==> src/rtl/multicycle_controller_if.sv <==
// Shared instruction/data memory port between the multi-cycle controller and memory.
// The controller is the master: it requests and selects the address source; memory answers with mem_ready.
interface multicycle_controller_if;
    logic mem_req;
    logic mem_we;
    logic addr_sel;
    logic mem_ready;

    modport master (output mem_req, output mem_we, output addr_sel, input mem_ready);
    modport slave  (input mem_req, input mem_we, input addr_sel, output mem_ready);
endinterface

==> src/rtl/multicycle_controller.sv <==
// Multi-cycle RISC-V sequencing FSM: fetch, decode, execute, memory, writeback over one shared memory port.
// Optional macro ILLEGAL_TRAP_EN: illegal opcodes park the FSM in TRAP and add the 'illegal' output.
module multicycle_controller #(
    parameter int INTRSIZE  = 32,
    parameter int INSTRET_W = 32
) (
    input  logic                 clk,
    input  logic                 rst_n,
    input  logic                 run,
    input  logic [INTRSIZE-1:0]  instr,
    input  logic                 branch_taken,
    multicycle_controller_if.master mem,
    output logic                 ir_write,
    output logic                 pc_write,
    output logic                 pc_src,
    output logic [1:0]           imm_sel,
    output logic                 alu_src_b,
    output logic [1:0]           alu_op,
    output logic                 reg_write,
    output logic                 wb_sel,
    output logic [2:0]           state_o,
    output logic [INSTRET_W-1:0] instret
`ifdef ILLEGAL_TRAP_EN
    ,
    output logic                 illegal
`endif
);

    localparam logic [6:0] OP_R = 7'b0110011;
    localparam logic [6:0] OP_I = 7'b0010011;
    localparam logic [6:0] OP_L = 7'b0000011;
    localparam logic [6:0] OP_S = 7'b0100011;
    localparam logic [6:0] OP_B = 7'b1100011;
    localparam logic [INSTRET_W-1:0] INSTRET_ONE = INSTRET_W'(1);

    typedef enum logic [2:0] {
        IDLE = 3'd0, FETCH = 3'd1, DECODE = 3'd2, EXEC = 3'd3,
        MEM = 3'd4, WB = 3'd5, TRAP = 3'd6
    } state_t;

    typedef enum logic [2:0] {
        C_NONE, C_R, C_I, C_L, C_S, C_B, C_ILL
    } cls_t;

    function automatic cls_t decode_cls(input logic [6:0] op);
        case (op)
            OP_R:    return C_R;
            OP_I:    return C_I;
            OP_L:    return C_L;
            OP_S:    return C_S;
            OP_B:    return C_B;
            default: return C_ILL;
        endcase
    endfunction

    // R-type and illegal opcodes carry no immediate, reported as format 3.
    function automatic logic [1:0] imm_fmt(input cls_t c);
        case (c)
            C_I, C_L: return 2'd0;
            C_S:      return 2'd1;
            C_B:      return 2'd2;
            default:  return 2'd3;
        endcase
    endfunction

    state_t         state_q, state_d;
    cls_t           cls_q, dec_cls;
    logic [1:0]     imm_q;
    logic           unused_instr_hi;

    assign dec_cls         = decode_cls(instr[6:0]);
    assign unused_instr_hi = ^instr[INTRSIZE-1:7];
    assign state_o         = state_q;
`ifdef ILLEGAL_TRAP_EN
    assign illegal         = (state_q == TRAP);
`endif

    always_ff @(posedge clk or negedge rst_n) begin
        if (!rst_n) begin
            state_q <= IDLE;
            cls_q   <= C_NONE;
            imm_q   <= 2'd0;
            instret <= '0;
        end else begin
            state_q <= state_d;
            if (state_q == DECODE) begin
                cls_q <= dec_cls;
                imm_q <= imm_fmt(dec_cls);
            end
            if (pc_write) instret <= instret + INSTRET_ONE;
        end
    end

    always_comb begin
        state_d      = state_q;
        mem.mem_req  = 1'b0;
        mem.mem_we   = 1'b0;
        mem.addr_sel = 1'b0;
        ir_write     = 1'b0;
        pc_write     = 1'b0;
        pc_src       = 1'b0;
        imm_sel      = imm_q;
        alu_src_b    = 1'b0;
        alu_op       = 2'd0;
        reg_write    = 1'b0;
        wb_sel       = 1'b0;
        case (state_q)
            IDLE: if (run) state_d = FETCH;
            FETCH: begin
                mem.mem_req = 1'b1;
                ir_write    = mem.mem_ready;
                if (mem.mem_ready) state_d = DECODE;
            end
            DECODE: begin
                imm_sel = imm_fmt(dec_cls);
                if (dec_cls == C_ILL) begin
`ifdef ILLEGAL_TRAP_EN
                    state_d  = TRAP;
`else
                    // Illegal opcode retires as a NOP so the program keeps moving.
                    pc_write = 1'b1;
                    state_d  = FETCH;
`endif
                end else begin
                    state_d = EXEC;
                end
            end
            EXEC: begin
                case (cls_q)
                    C_R: begin
                        alu_op  = 2'd2;
                        state_d = WB;
                    end
                    C_I: begin
                        alu_src_b = 1'b1;
                        alu_op    = 2'd2;
                        state_d   = WB;
                    end
                    C_L, C_S: begin
                        alu_src_b = 1'b1;
                        state_d   = MEM;
                    end
                    C_B: begin
                        alu_op   = 2'd1;
                        pc_write = 1'b1;
                        pc_src   = branch_taken;
                        state_d  = FETCH;
                    end
                    default: state_d = FETCH;
                endcase
            end
            MEM: begin
                mem.mem_req  = 1'b1;
                mem.addr_sel = 1'b1;
                mem.mem_we   = (cls_q == C_S);
                if (mem.mem_ready) begin
                    if (cls_q == C_S) begin
                        pc_write = 1'b1;
                        state_d  = FETCH;
                    end else begin
                        state_d = WB;
                    end
                end
            end
            WB: begin
                reg_write = 1'b1;
                wb_sel    = (cls_q == C_L);
                pc_write  = 1'b1;
                state_d   = FETCH;
            end
            TRAP: state_d = TRAP;
            default: state_d = IDLE;
        endcase
    end

endmodule

==> src/flat_wrapper.sv <==
// flat-port wrapper written by rule: the top's interface ports become plain ports
module multicycle_controller_flat 
#(
    parameter int INTRSIZE  = 32,
    parameter int INSTRET_W = 32
)
  (clk, rst_n, run, instr, branch_taken, ir_write, pc_write, pc_src, imm_sel, alu_src_b, alu_op, reg_write, wb_sel, state_o, instret, mem_mem_req, mem_mem_we, mem_addr_sel, mem_mem_ready);
  multicycle_controller_if mem_i ();
  input  logic clk;
  input  logic rst_n;
  input  logic run;
  input  logic [INTRSIZE-1:0] instr;
  input  logic branch_taken;
  output logic ir_write;
  output logic pc_write;
  output logic pc_src;
  output logic [1:0] imm_sel;
  output logic alu_src_b;
  output logic [1:0] alu_op;
  output logic reg_write;
  output logic wb_sel;
  output logic [2:0] state_o;
  output logic [INSTRET_W-1:0] instret;
  output wire logic [$bits(mem_i.mem_req)-1:0] mem_mem_req;
  output wire logic [$bits(mem_i.mem_we)-1:0] mem_mem_we;
  output wire logic [$bits(mem_i.addr_sel)-1:0] mem_addr_sel;
  input wire logic [$bits(mem_i.mem_ready)-1:0] mem_mem_ready;
  assign mem_mem_req = mem_i.mem_req;
  assign mem_mem_we = mem_i.mem_we;
  assign mem_addr_sel = mem_i.addr_sel;
  assign mem_i.mem_ready = mem_mem_ready;
  multicycle_controller #(.INTRSIZE(INTRSIZE), .INSTRET_W(INSTRET_W)) u_core (.clk(clk), .rst_n(rst_n), .run(run), .instr(instr), .branch_taken(branch_taken), .mem(mem_i), .ir_write(ir_write), .pc_write(pc_write), .pc_src(pc_src), .imm_sel(imm_sel), .alu_src_b(alu_src_b), .alu_op(alu_op), .reg_write(reg_write), .wb_sel(wb_sel), .state_o(state_o), .instret(instret));
endmodule
==> config.mk <==
export PLATFORM = sky130hd
export DESIGN_NAME = multicycle_controller_flat
export DESIGN_NICKNAME = d
export VERILOG_FILES = /design/src/rtl/multicycle_controller_if.sv /design/src/rtl/multicycle_controller.sv /design/src/flat_wrapper.sv
export SDC_FILE = /design/constraint.sdc
export NUM_CORES = 1
export LEC_CHECK = 0
export ABC_CLOCK_PERIOD_IN_PS = 1900
export CORE_AREA = 8 8 83 85
export CTS_CLUSTER_DIAMETER = 120
export DETAILED_ROUTE_END_ITERATION = 7
export DIE_AREA = 0 0 91 93
export GPL_TIMING_DRIVEN = 0
export PLACE_DENSITY = 0.75
export RECOVER_POWER = 50
export REMOVE_ABC_BUFFERS = 1
export SYNTH_ARGS = -nofsm -noshare
export SYNTH_HDL_FRONTEND = slang
export SYNTH_SLANG_ARGS = --single-unit
==> constraint.sdc <==
create_clock -name clk -period 1.9 [get_ports clk]
set_clock_uncertainty 0.05 [all_clocks]
set_input_delay 0.38 -clock clk [delete_from_list [all_inputs] [get_ports clk]]
set_output_delay 0.38 -clock clk [all_outputs]
set_load 0.01 [all_outputs]
==> key figures, run 1 <==
Yosys
  – Post-synthesis cell type count: 44
  – FFs w/ async S/R, synth: 100%
  – Synthesis-stage register bit count: 40
  – Mapped Area: 0.00211 mm2
  – Instance count of the mapped netlist: 205
  – Sequential area share after synthesis: 47.4%
  – Top FF cell, synth: dfrtp_1
  – Syn Area/Cell: 10.3 um2
  – Yosys warns: 0
  – EDFF count, synth: 0

Worst hold path
  – Hold Crit Class: in2async

Worst setup path
  – Slowest CP cell: or3b_4
  – Crit path required time: 1.47 ns
  – Startpoint Class: register
  – Crit path max-delay family: simple AND/OR/NAND/NOR gates
  – Worst r2r dst: u_core.instret[24]
  – Worst Reg2Reg Path Length in Cells: 6
  – Critical Path Start: u_core.cls_q[0]
  – Worst-path cell chain: or3b_4 > nor4_4 > a221oi_4 > inv_4 > buf_6
  – CP bufs+invs: 2
  – Worst path max stage delay: 0.44 ns
  – Reg2reg start: u_core.cls_q[0]
  – Crit path depth: 5
  – Crit path kind: reg2out
  – Critical Path AT: 1.60 ns
  – Setup crit end: pc_write
  – FF-to-FF setup slack: -0.11 ns
  – Worst Path Max Fanout: 4
  – Setup crit end kind: primary output

STA
  – Maximum clock rate: 0.492 GHz
  – # setup viols final: 12
  – Setup TNS: -0.995 ns
  – Final Worst Setup Slack: -0.133 ns
  – Final hold violations: 0
  – RSZ-0062 raised after global routing: yes
  – Slew Limit Headroom: 33.7%
  – Post-route minimum period: 2.03 ns
  – Max Slew Vio Count: 0
  – Worst slew pin tran: 0.994 ns
  – WHS: 0.185 ns
  – Final Cycle Share: 107%

Clock tree
  – CTS HTree Levels: 2
  – Reg clk slew, reported paths: 0.08 ns
  – Root cell of the clock tree: clkbuf_8
  – Clk buf depth: 2
  – Clk_lat worst skew: 0.30 ns
  – CTS tree: built
  – Count of hold-fix buffers inserted at cts: 0
  – Clock Sinks: 40
  – Num CTS Buffers: 5

GRT
  – Vias in the first global route: 1911
  – First-pass GRT wire length: 9410 um
  – Initial antenna violation count: 0
  – Largest net degree at the start of global routing: 41
  – Gr ovfl total: 0
  – Total GRT Usage: 13.6%

Cells and area
  – Most frequent cells in the layout: clkdlybuf4s50_1, dfrtp_1, buf_4, xnor2_1, nor2_1
  – N_diodes: 0
  – Layout cell share with drive strength beyond 1: 31.4%
  – Finished Cell Area: 0.00324 mm2
  – Commonest non-fill, non-tap cell in the layout: clkdlybuf4s50_1
  – Final core utilization: 57.1%
  – Layout area overhead: 53.5%
  – Layout Cells excl Fill: 371
  – Final #Nets: 333

Pwr
  – Power Total: 2.79 mW
  – Worst vdd ir: 0.000578 V
  – Clk pwr share: 26.3%
  – Internal: 1.88 mW
  – Power per cell area: 862 mW/mm2
  – Combinational Power Share: 35.8%
  – Seq pwr share: 37.8%
  – P_sw: 0.914 mW
  – LEAKAGE: 1.42 nW
  – Sw frac: 32.7%

Placed design
  – Port Buffer Count: 59
  – Routability Congestion: 0.772
  – Cell total after placement: 331
  – DP Wirelength: 3530 um
  – Cell Area, Placed: 0.00274 mm2
  – Worst slack at placement: -1.52 ns

Floorplan
  – Height of the die: 93 um
  – Row count: 28
  – Core area: 0.00568 mm2
  – DIE AREA: 0.00846 mm2
  – Die Span X: 91 um
  – Io pins: 85
  – Initial core utilization: 37.2%

Routing
  – WL final: 5740 um
  – TritonRoute pass-1 iters: 5
  – Number of vias per cell: 5.12
  – Initial detailed-routing violation count: 71
  – Vias: 1898
  – # DRC: 0
  – Routed WL per cell: 15.5 um
  – Final ANT Viol Nets: 0

Run status
  – Failing checks: negative setup slack
  – Status: finished, violations left

Flow run
  – Max-cap violations: 0
-- flip-flops by register name, indices dropped and copies added, names as in the netlist --
signal,flops
u_core.cls_q,3
u_core.state_o,3
u_core.instret,32
u_core.imm_q,2
-- per-layer routing --
| metal | global-route usage [%] | vias to the layer above | wire [um] |
|---|---|---|---|
| met3 | 5.13 | 6 | 396 |
| met5 | 0 | - | 0 |
| met1 | 16.7 | 928 | 2480 |
| met2 | 21.5 | 59 | 2810 |
| li1 | - | 905 | - |
| met4 | 4.09 | 0 | 51 |
-- logic make-up (layout without fill, tap and decap cells) --
group	Yosys count	count (layout)	share of synthesized area, %
simple gates	98	98	27.8
flops	40	40	47.4
xor+xnor	34	34	14.1
compound gates	16	16	5.75
buf+inv	14	105	3.32
mux	2	2	1.01
fa+ha+maj	1	1	0.592
-- cell type report --
class,count,area (um2)
Sequential cell,40,1010
Multi-Input combinational cell,151,1200
Timing Repair Buffer,91,793
Fill cell,483,2430
Tap cell,75,93.8
Clock inverter,2,38.8
Inverter,6,25.0
Clock buffer,6,82.6
-- Yosys cell counts (2+ instances only) --
| cell type | number | area share [%] |
|---|---|---|
| and2_1 | 2 | 0.59 |
| nor4_1 | 5 | 1.5 |
| xnor2_1 | 21 | 8.7 |
| inv_1 | 5 | 0.89 |
| clkbuf_1 | 3 | 0.53 |
| nand3b_1 | 2 | 0.71 |
| nand2b_1 | 3 | 0.89 |
| xor2_1 | 13 | 5.4 |
| nor4_4 | 2 | 2.0 |
| and4_1 | 2 | 0.83 |
| nand4_1 | 12 | 3.6 |
| o21ai_0 | 2 | 0.47 |
| dfrtp_1 | 40 | 47 |
| and3_1 | 5 | 1.5 |
| nand3_1 | 12 | 2.8 |
| nand2_1 | 15 | 2.7 |
| buf_2 | 2 | 0.47 |
| a21oi_1 | 5 | 1.2 |
| buf_4 | 2 | 0.71 |
| nor2_1 | 18 | 3.2 |
| a31oi_1 | 2 | 0.59 |
| nor3_1 | 10 | 2.4 |
-- power by group through the flow --
stage	Sequential, mW	Combinational [mW]	Clock [mW]
finish	1.06	1.00	0.735
global route	1.08	1.08	0.795
CTS	1.05	0.936	0.757
detailed placement	1.12	0.664	0
global placement	1.11	0.651	0
floorplan	1.13	0.306	0
-- timing repair --
item | in CTS | in global routing
setup endpoints to repair | 46 | 38
setup buffers | 21 | 11
pin swaps | 9 | 6
gates resized for setup | 82 | 17
-- worst min-delay path by stage --
stage                                   from  depth (start not counted)                  to
after floorplan                        rst_n                          0     u_core.cls_q[0]
after global placement    u_core.instret[31]                          1  u_core.instret[31]
after detailed placement  u_core.instret[31]                          1  u_core.instret[31]
after CTS                              rst_n                          1   u_core.instret[3]
after global routing                   rst_n                          1   u_core.instret[3]
final                                  rst_n                          1     u_core.cls_q[0]
-- worst reg2reg max path, delay by kind of cell (launching register included) --
family	cells	cell delay (ns)
AO/OA/AOI/OAI	1	0.08
XOR/XNOR	1	0.18
buffers and inverters	1	0.24
flip-flops	1	0.41
AND/OR/NAND/NOR	3	0.98
Note: power is estimated with default switching activity, not from simulation.
==> inputs of run 2 (changes only) <==
--- a/config.mk
+++ b/config.mk
@@ -6,10 +6,10 @@
 export NUM_CORES = 1
 export LEC_CHECK = 0
 export ABC_CLOCK_PERIOD_IN_PS = 1900
-export CORE_AREA = 8 8 83 85
+export CORE_AREA = 8 8 87 81
 export CTS_CLUSTER_DIAMETER = 120
 export DETAILED_ROUTE_END_ITERATION = 7
-export DIE_AREA = 0 0 91 93
+export DIE_AREA = 0 0 95 89
 export GPL_TIMING_DRIVEN = 0
 export PLACE_DENSITY = 0.75
 export RECOVER_POWER = 50
==> run 2 against run 1 <==
Net effect: the run still ends with negative setup slack left; sequential share of layout area shrank 0.29 points; sequential cell count unchanged; first-iteration DRC count shrank 14%; routed wire length grew 0.14%; maximum frequency increased by 1.7%; die area about the same; power grew 0.54%.
==> key figures, run 2 (synthesis gave the netlist of run 1 again) <==
Cells and area
  – Finished Cell Area: 0.00327 mm2 (was 0.00324 mm2)
  – Layout Cells excl Fill: 374 (was 371)
  – Final #Nets: 341 (was 333)
  – Layout area overhead: 54.7% (was 53.5%)
  – Largest register FFs: 32 (unchanged)
  – Commonest non-fill, non-tap cell in the layout: clkdlybuf4s50_1 (unchanged)
  – Biggest register: u_core.instret (unchanged)
  – Layout cell share with drive strength beyond 1: 30.3% (was 31.4%)
  – N_diodes: 0 (unchanged)
  – Most frequent cells in the layout: clkdlybuf4s50_1, dfrtp_1, buf_4, xnor2_1 (was clkdlybuf4s50_1, dfrtp_1, buf_4, xnor2_1, nor2_1)
  – Filler Cell Count: 497 (was 483)

Floorplan
  – Io pins: 85 (unchanged)
  – Row count: 26 (was 28)
  – DIE AREA: 0.00846 mm2 (about the same)
  – Die Span X: 95 um (was 91 um)
  – Core area: 0.00556 mm2 (was 0.00568 mm2)
  – Height of the die: 89 um (was 93 um)
  – Initial core utilization: 38.0% (was 37.2%)

Routing
  – Vias: 1935 (was 1898)
  – Final ANT Viol Nets: 0 (unchanged)
  – # DRC: 0 (unchanged)
  – WL final: 5750 um (was 5740 um)
  – Routed WL per cell: 15.4 um (was 15.5 um)
  – TritonRoute pass-1 iters: 4 (was 5)
  – Initial detailed-routing violation count: 61 (was 71)
  – Number of vias per cell: 5.17 (was 5.12)

Worst setup path
  – Startpoint Class: register (unchanged)
  – FF-to-FF setup slack: -0.07 ns (was -0.11 ns)
  – Crit path required time: 1.47 ns (about the same)
  – Setup crit end kind: primary output (unchanged)
  – CP bufs+invs: 2 (unchanged)
  – Worst path max stage delay: 0.42 ns (was 0.44 ns)
  – Worst-path cell chain: or3b_4 > nor4_4 > a221oi_4 > inv_4 > buf_6 (unchanged)
  – Critical Path AT: 1.57 ns (was 1.60 ns)
  – Crit path max-delay family: simple AND/OR/NAND/NOR gates (unchanged)
  – Crit path kind: reg2out (unchanged)
  – Slowest CP cell: dfrtp_2 (was or3b_4)
  – Worst Path Max Fanout: 4 (unchanged)

GRT
  – Vias in the first global route: 1890 (was 1911)
  – Gr ovfl total: 0 (unchanged)
  – First-pass GRT wire length: 9000 um (was 9410 um)
  – Initial antenna violation count: 0 (unchanged)
  – Total GRT Usage: 13.4% (was 13.6%)
  – Largest net degree at the start of global routing: 33 (was 41)

Clock tree
  – Reg clk slew, reported paths: 0.08 ns (about the same)
  – Clock Sinks: 40 (unchanged)
  – Clk buf depth: 2 (unchanged)
  – Clk_lat worst skew: 0.29 ns (was 0.30 ns)
  – CTS tree: built (unchanged)
  – Num CTS Buffers: 5 (unchanged)
  – CTS HTree Levels: 2 (unchanged)
  – Root cell of the clock tree: clkbuf_8 (unchanged)

Placed design
  – Worst slack at placement: -1.61 ns (was -1.52 ns)
  – Cell Area, Placed: 0.00276 mm2 (was 0.00274 mm2)
  – Port Buffer Count: 59 (unchanged)
  – Cell total after placement: 327 (was 331)
  – DP Wirelength: 3630 um (was 3530 um)
  – Routability Congestion: 0.750 (was 0.772)

Flow run
  – Max-cap violations: 0 (unchanged)

Worst hold path
  – Hold Crit Class: reg2reg (was in2async)

STA
  – Final Cycle Share: 105% (was 107%)
  – Final Worst Setup Slack: -0.0996 ns (was -0.133 ns)
  – Maximum clock rate: 0.500 GHz (was 0.492 GHz)
  – RSZ-0062 raised after global routing: yes (unchanged)
  – Worst slew pin tran: 0.574 ns (was 0.994 ns)
  – Setup TNS: -0.408 ns (was -0.995 ns)
  – # setup viols final: 7 (was 12)
  – Final hold violations: 0 (unchanged)
  – Post-route minimum period: 2.00 ns (was 2.03 ns)
  – Max Slew Vio Count: 0 (unchanged)
  – Slew Limit Headroom: 61.6% (was 33.7%)

Run status
  – Failing checks: negative setup slack (unchanged)
  – Status: finished, violations left (unchanged)

Pwr
  – LEAKAGE: 1.42 nW (about the same)
  – Power per cell area: 860 mW/mm2 (was 862 mW/mm2)
  – Worst vdd ir: 0.000777 V (was 0.000578 V)
[run 2: changes by cell type in the layout (fill, tap and decap cells not counted), moves of 2 or more]
cell / previous run / this run
buf_4: 27 / 32
clkdlybuf4s15_1: 0 / 4
buf_2: 8 / 5
clkbuf_1: 0 / 3
nor2_2: 1 / 4
nor3_1: 5 / 8
nor3_2: 5 / 2
dlygate4sd2_1: 9 / 7
nor2_1: 16 / 14
[run 2: per-stage QoR]
| step | utilization, % | hold slack, ns | total power [mW] |
|---|---|---|---|
| 6_report | 58.7 | 0.420 | 2.81 |
| 5_1_grt | 58.7 | 0.470 | 2.96 |
| 4_1_cts | 56.8 | 0.428 | 2.67 |
| 3_5_place_dp | 49.6 | 0.214 | 1.80 |
| 3_3_place_gp | 49.3 | 0.412 | 1.78 |
| 2_1_floorplan | - | 0.0344 | 1.43 |
[run 2: path summary, 6_finish.rpt]
check / startpoint / end / cells after the start
max in group asynchronous: rst_n / u_core.instret[17] / 3
min in group asynchronous: rst_n / u_core.state_o[1] / 2
setup / recovery: u_core.cls_q[1] / pc_write / 5
hold / removal: u_core.instret[31] / u_core.instret[31] / 1
setup reg to reg: u_core.cls_q[1] / u_core.instret[26] / 6
hold reg to reg: u_core.instret[31] / u_core.instret[31] / 1
[run 2: worst reg2reg max path, stage by stage, from the launching register on]
cell and delay [ns]:
dfrtp_2 0.42, or3b_4 0.42, nor4_4 0.20, a221oi_4 0.07
buf_4 0.24, nor4_2 0.32, xor2_1 0.18
[run 2: what timing repair did]
item | 4_1_cts | 5_1_grt
setup buffers | 26 | 13
resized for setup | 71 | 20
endpoints found under the setup margin | 46 | 37
hold buffers | 1 | 0
endpoints found under the hold margin | 8 | 0
pin swaps | 8 | 6
[run 2: cell type report]
class	instances	area (um2)	share of cell area (%)
clock buffer	6	72.6	2.22
timing repair buffer	99	857	26.2
multi-input combinational	151	1180	36.3
inverter	6	25.0	0.766
tap	70	87.6	2.68
sequential	40	1010	30.8
clock inverter	2	35.0	1.07
[run 2: report_power, final]
group / switching, mW / internal, mW / total, mW
clock network: 0.296 / 0.390 / 0.686
registers: 0.116 / 0.944 / 1.06
logic: 0.500 / 0.563 / 1.06
[run 2: per-layer routing]
| metal | up-vias | share of wire [%] | global-route usage [%] |
|---|---|---|---|
| li1 | 914 | - | - |
| met1 | 970 | 43 | 16.6 |
| met2 | 46 | 51 | 22.8 |
| met3 | 5 | 5.7 | 3.69 |
| met4 | 0 | 0.70 | 2.55 |
| met5 | - | 0 | 0 |
==> inputs of run 3 (changes only) <==
--- a/config.mk
+++ b/config.mk
@@ -5,13 +5,13 @@
 export SDC_FILE = /design/constraint.sdc
 export NUM_CORES = 1
 export LEC_CHECK = 0
-export ABC_CLOCK_PERIOD_IN_PS = 1900
-export CORE_AREA = 8 8 87 81
+export ABC_CLOCK_PERIOD_IN_PS = 2000
+export CORE_AREA = 2 2 80 74
 export CTS_CLUSTER_DIAMETER = 120
 export DETAILED_ROUTE_END_ITERATION = 7
-export DIE_AREA = 0 0 95 89
+export DIE_AREA = 0 0 82 76
 export GPL_TIMING_DRIVEN = 0
-export PLACE_DENSITY = 0.75
+export PLACE_DENSITY = 0.74
 export RECOVER_POWER = 50
 export REMOVE_ABC_BUFFERS = 1
 export SYNTH_ARGS = -nofsm -noshare
==> constraint.sdc (replaced) <==
create_clock -name clk -period 2 [get_ports clk]
set_clock_uncertainty 0.05 [all_clocks]
set_input_delay 0.4 -clock clk [delete_from_list [all_inputs] [get_ports clk]]
set_output_delay 0.4 -clock clk [all_outputs]
set_load 0.01 [all_outputs]
==> run 3 against run 2 <==
Net effect: the flow still finishes with violations (negative setup slack); critical path depth increased by 1; die area is 26% lower; worst setup slack improved by 0.019 ns; core utilization about the same; cell count decreased by 3.2%; clock power is 5.0% higher; sequential cell count unchanged; non-clock buffer count decreased by 12; critical path type is now in2out.
==> key figures, run 3 (synthesis gave the netlist of run 1 again) <==
Flow run
  – Max-cap violations: 0 (unchanged)

STA
  – Final Cycle Share: 104%
  – Slew Limit Headroom: 34.5% (was 61.6%)
  – Max Slew Vio Count: 0 (unchanged)
  – Final hold violations: 0 (unchanged)
  – # setup viols final: 4 (was 7)
  – Final Worst Setup Slack: -0.0806 ns (was -0.0996 ns)
  – Post-route minimum period: 2.08 ns
  – Setup TNS: -0.156 ns (was -0.408 ns)
  – Worst slew pin tran: 0.983 ns (was 0.574 ns)
  – Maximum clock rate: 0.481 GHz
  – RSZ-0062 raised after global routing: yes (unchanged)

Cells and area
  – Largest register FFs: 32 (unchanged)
  – Layout area overhead: 52.1% (was 54.7%)
  – Final core utilization: 58.8% (was 58.7%)
  – Final #Nets: 329 (was 341)
  – N_diodes: 0 (unchanged)
  – Most frequent cells in the layout: clkdlybuf4s50_1, dfrtp_1, buf_4, xnor2_1, nor2_1 (was clkdlybuf4s50_1, dfrtp_1, buf_4, xnor2_1)
  – Filler Cell Count: 475 (was 497)
  – Commonest non-fill, non-tap cell in the layout: clkdlybuf4s50_1 (unchanged)
  – Layout cell share with drive strength beyond 1: 28.4% (was 30.3%)
  – Biggest register: u_core.instret (unchanged)

Routing
  – Initial detailed-routing violation count: 55 (was 61)
  – TritonRoute pass-1 iters: 4 (unchanged)
  – WL final: 5340 um (was 5750 um)
  – Number of vias per cell: 5.14 (was 5.17)
  – Final ANT Viol Nets: 0 (unchanged)
  – # DRC: 0 (unchanged)
  – Vias: 1859 (was 1935)
  – Routed WL per cell: 14.7 um (was 15.4 um)

Worst setup path
  – Crit path kind: in2out (was reg2out)
  – Critical Path AT: 1.63 ns (was 1.57 ns)
  – Worst path max stage delay: 0.36 ns (was 0.42 ns)
  – Startpoint Class: input pin (was register)
  – Slowest CP cell: a221oi_4 (was dfrtp_2)
  – Worst-path cell chain: dlygate4sd2_1 > nand4bb_4 > o21bai_4 > a221oi_4 > inv_4 > buf_6 (was or3b_4 > nor4_4 > a221oi_4 > inv_4 > buf_6)
  – Worst Reg2Reg Path Length in Cells: 8 (was 6)
  – Crit path required time: 1.55 ns (was 1.47 ns)
  – Worst Path Max Fanout: 3 (was 4)
  – Setup crit end kind: primary output (unchanged)

Clock tree
  – Clock Sinks: 40 (unchanged)
  – Count of hold-fix buffers inserted at cts: 0 (was 1)
  – Reg clk slew, reported paths: 0.08 ns (about the same)
  – Root cell of the clock tree: clkbuf_8 (unchanged)
  – Num CTS Buffers: 5 (unchanged)
  – Clk_lat worst skew: 0.29 ns (about the same)
  – Clk buf depth: 2 (unchanged)
  – CTS HTree Levels: 2 (unchanged)
  – CTS tree: built (unchanged)

Worst hold path
  – Hold Crit Class: in2async (was reg2reg)

Floorplan
  – Initial core utilization: 38.6% (was 38.0%)
  – DIE AREA: 0.00623 mm2 (was 0.00846 mm2)
  – Core area: 0.00547 mm2 (was 0.00556 mm2)
  – Row count: 26 (unchanged)
  – Io pins: 85 (unchanged)
  – Height of the die: 76 um (was 89 um)
  – Die Span X: 82 um (was 95 um)

Pwr
  – Worst vdd ir: 0.000449 V (was 0.000777 V)
  – LEAKAGE: 1.41 nW (was 1.42 nW)
  – Power per cell area: 829 mW/mm2 (was 860 mW/mm2)

Placed design
  – Port Buffer Count: 59 (unchanged)
  – Routability Congestion: 0.790 (was 0.750)
  – DP Wirelength: 3220 um (was 3630 um)
  – Worst slack at placement: -1.50 ns (was -1.61 ns)

GRT
  – Largest net degree at the start of global routing: 41 (was 33)
  – Vias in the first global route: 1808 (was 1890)
  – First-pass GRT wire length: 8610 um (was 9000 um)
  – Gr ovfl total: 0 (unchanged)
  – Total GRT Usage: 17.8% (was 13.4%)
  – Initial antenna violation count: 0 (unchanged)

Run status
  – Failing checks: negative setup slack (unchanged)
  – Status: finished, violations left (unchanged)
==> run 3: critical path: cells and delay by family <==
| family | cells | cell delay, ns |
|---|---|---|
| AND/OR/NAND/NOR | 1 | 0.23 |
| AO/OA/AOI/OAI | 2 | 0.57 |
| buffers and inverters | 3 | 0.44 |
==> run 3: final cells by class <==
class / instances / area (um2) / area share (%)
Clock buffer: 7 / 96.3 / 3.00
Clock inverter: 1 / 30.0 / 0.935
Inverter: 6 / 25.0 / 0.779
Multi-Input combinational cell: 151 / 1200 / 37.2
Sequential cell: 40 / 1010 / 31.4
Tap cell: 70 / 87.6 / 2.73
Timing Repair Buffer: 87 / 768 / 23.9
==> run 3: repair_timing <==
action	CTS	global route
setup buffers	15	13
pin swaps	7	15
gates resized for setup	60	29
setup endpoints to repair	46	30
==> run 3: final timing paths <==
| path | slack [ns] | to | from |
|---|---|---|---|
| hold reg to reg | 0.43 | u_core.instret[31] | u_core.instret[31] |
| setup reg to reg | -0.05 | u_core.instret[5] | u_core.cls_q[0] |
| min in group clk | 0.29 | u_core.cls_q[1] | instr[5] |
| hold / removal | 0.20 | u_core.instret[3] | rst_n |
| setup / recovery | -0.08 | pc_write | instr[2] |
| max in group asynchronous | 1.02 | u_core.cls_q[1] | rst_n |
==> run 3: layer usage <==
metal	global-route usage, %	share of wire (%)	vias to the layer above
li1	-	-	899
met1	24.3	44	911
met2	27.2	51	37
met3	4.50	3.9	12
met4	6.67	1.7	0
met5	0	0	-
==> run 3: stage by stage <==
stage	cell area [um2]	hold slack, ns	power (mW)	cells
2_1_floorplan	2060	0.0544	1.36	197
3_3_place_gp	2740	0.415	1.68	326
3_5_place_dp	2740	0.419	1.69	326
4_1_cts	3050	0.200	2.55	349
5_1_grt	3210	0.289	2.79	362
6_report	3210	0.200	2.66	362
==> run 3: power by group <==
part / total (mW) / internal [mW] / leakage, nW / switching, mW
Sequential: 1.01 / 0.898 / 0.497 / 0.115
Clock: 0.720 / 0.440 / 0.0645 / 0.279
Combinational: 0.932 / 0.485 / 0.851 / 0.446
Total: 2.66 / 1.82 / 1.41 / 0.840
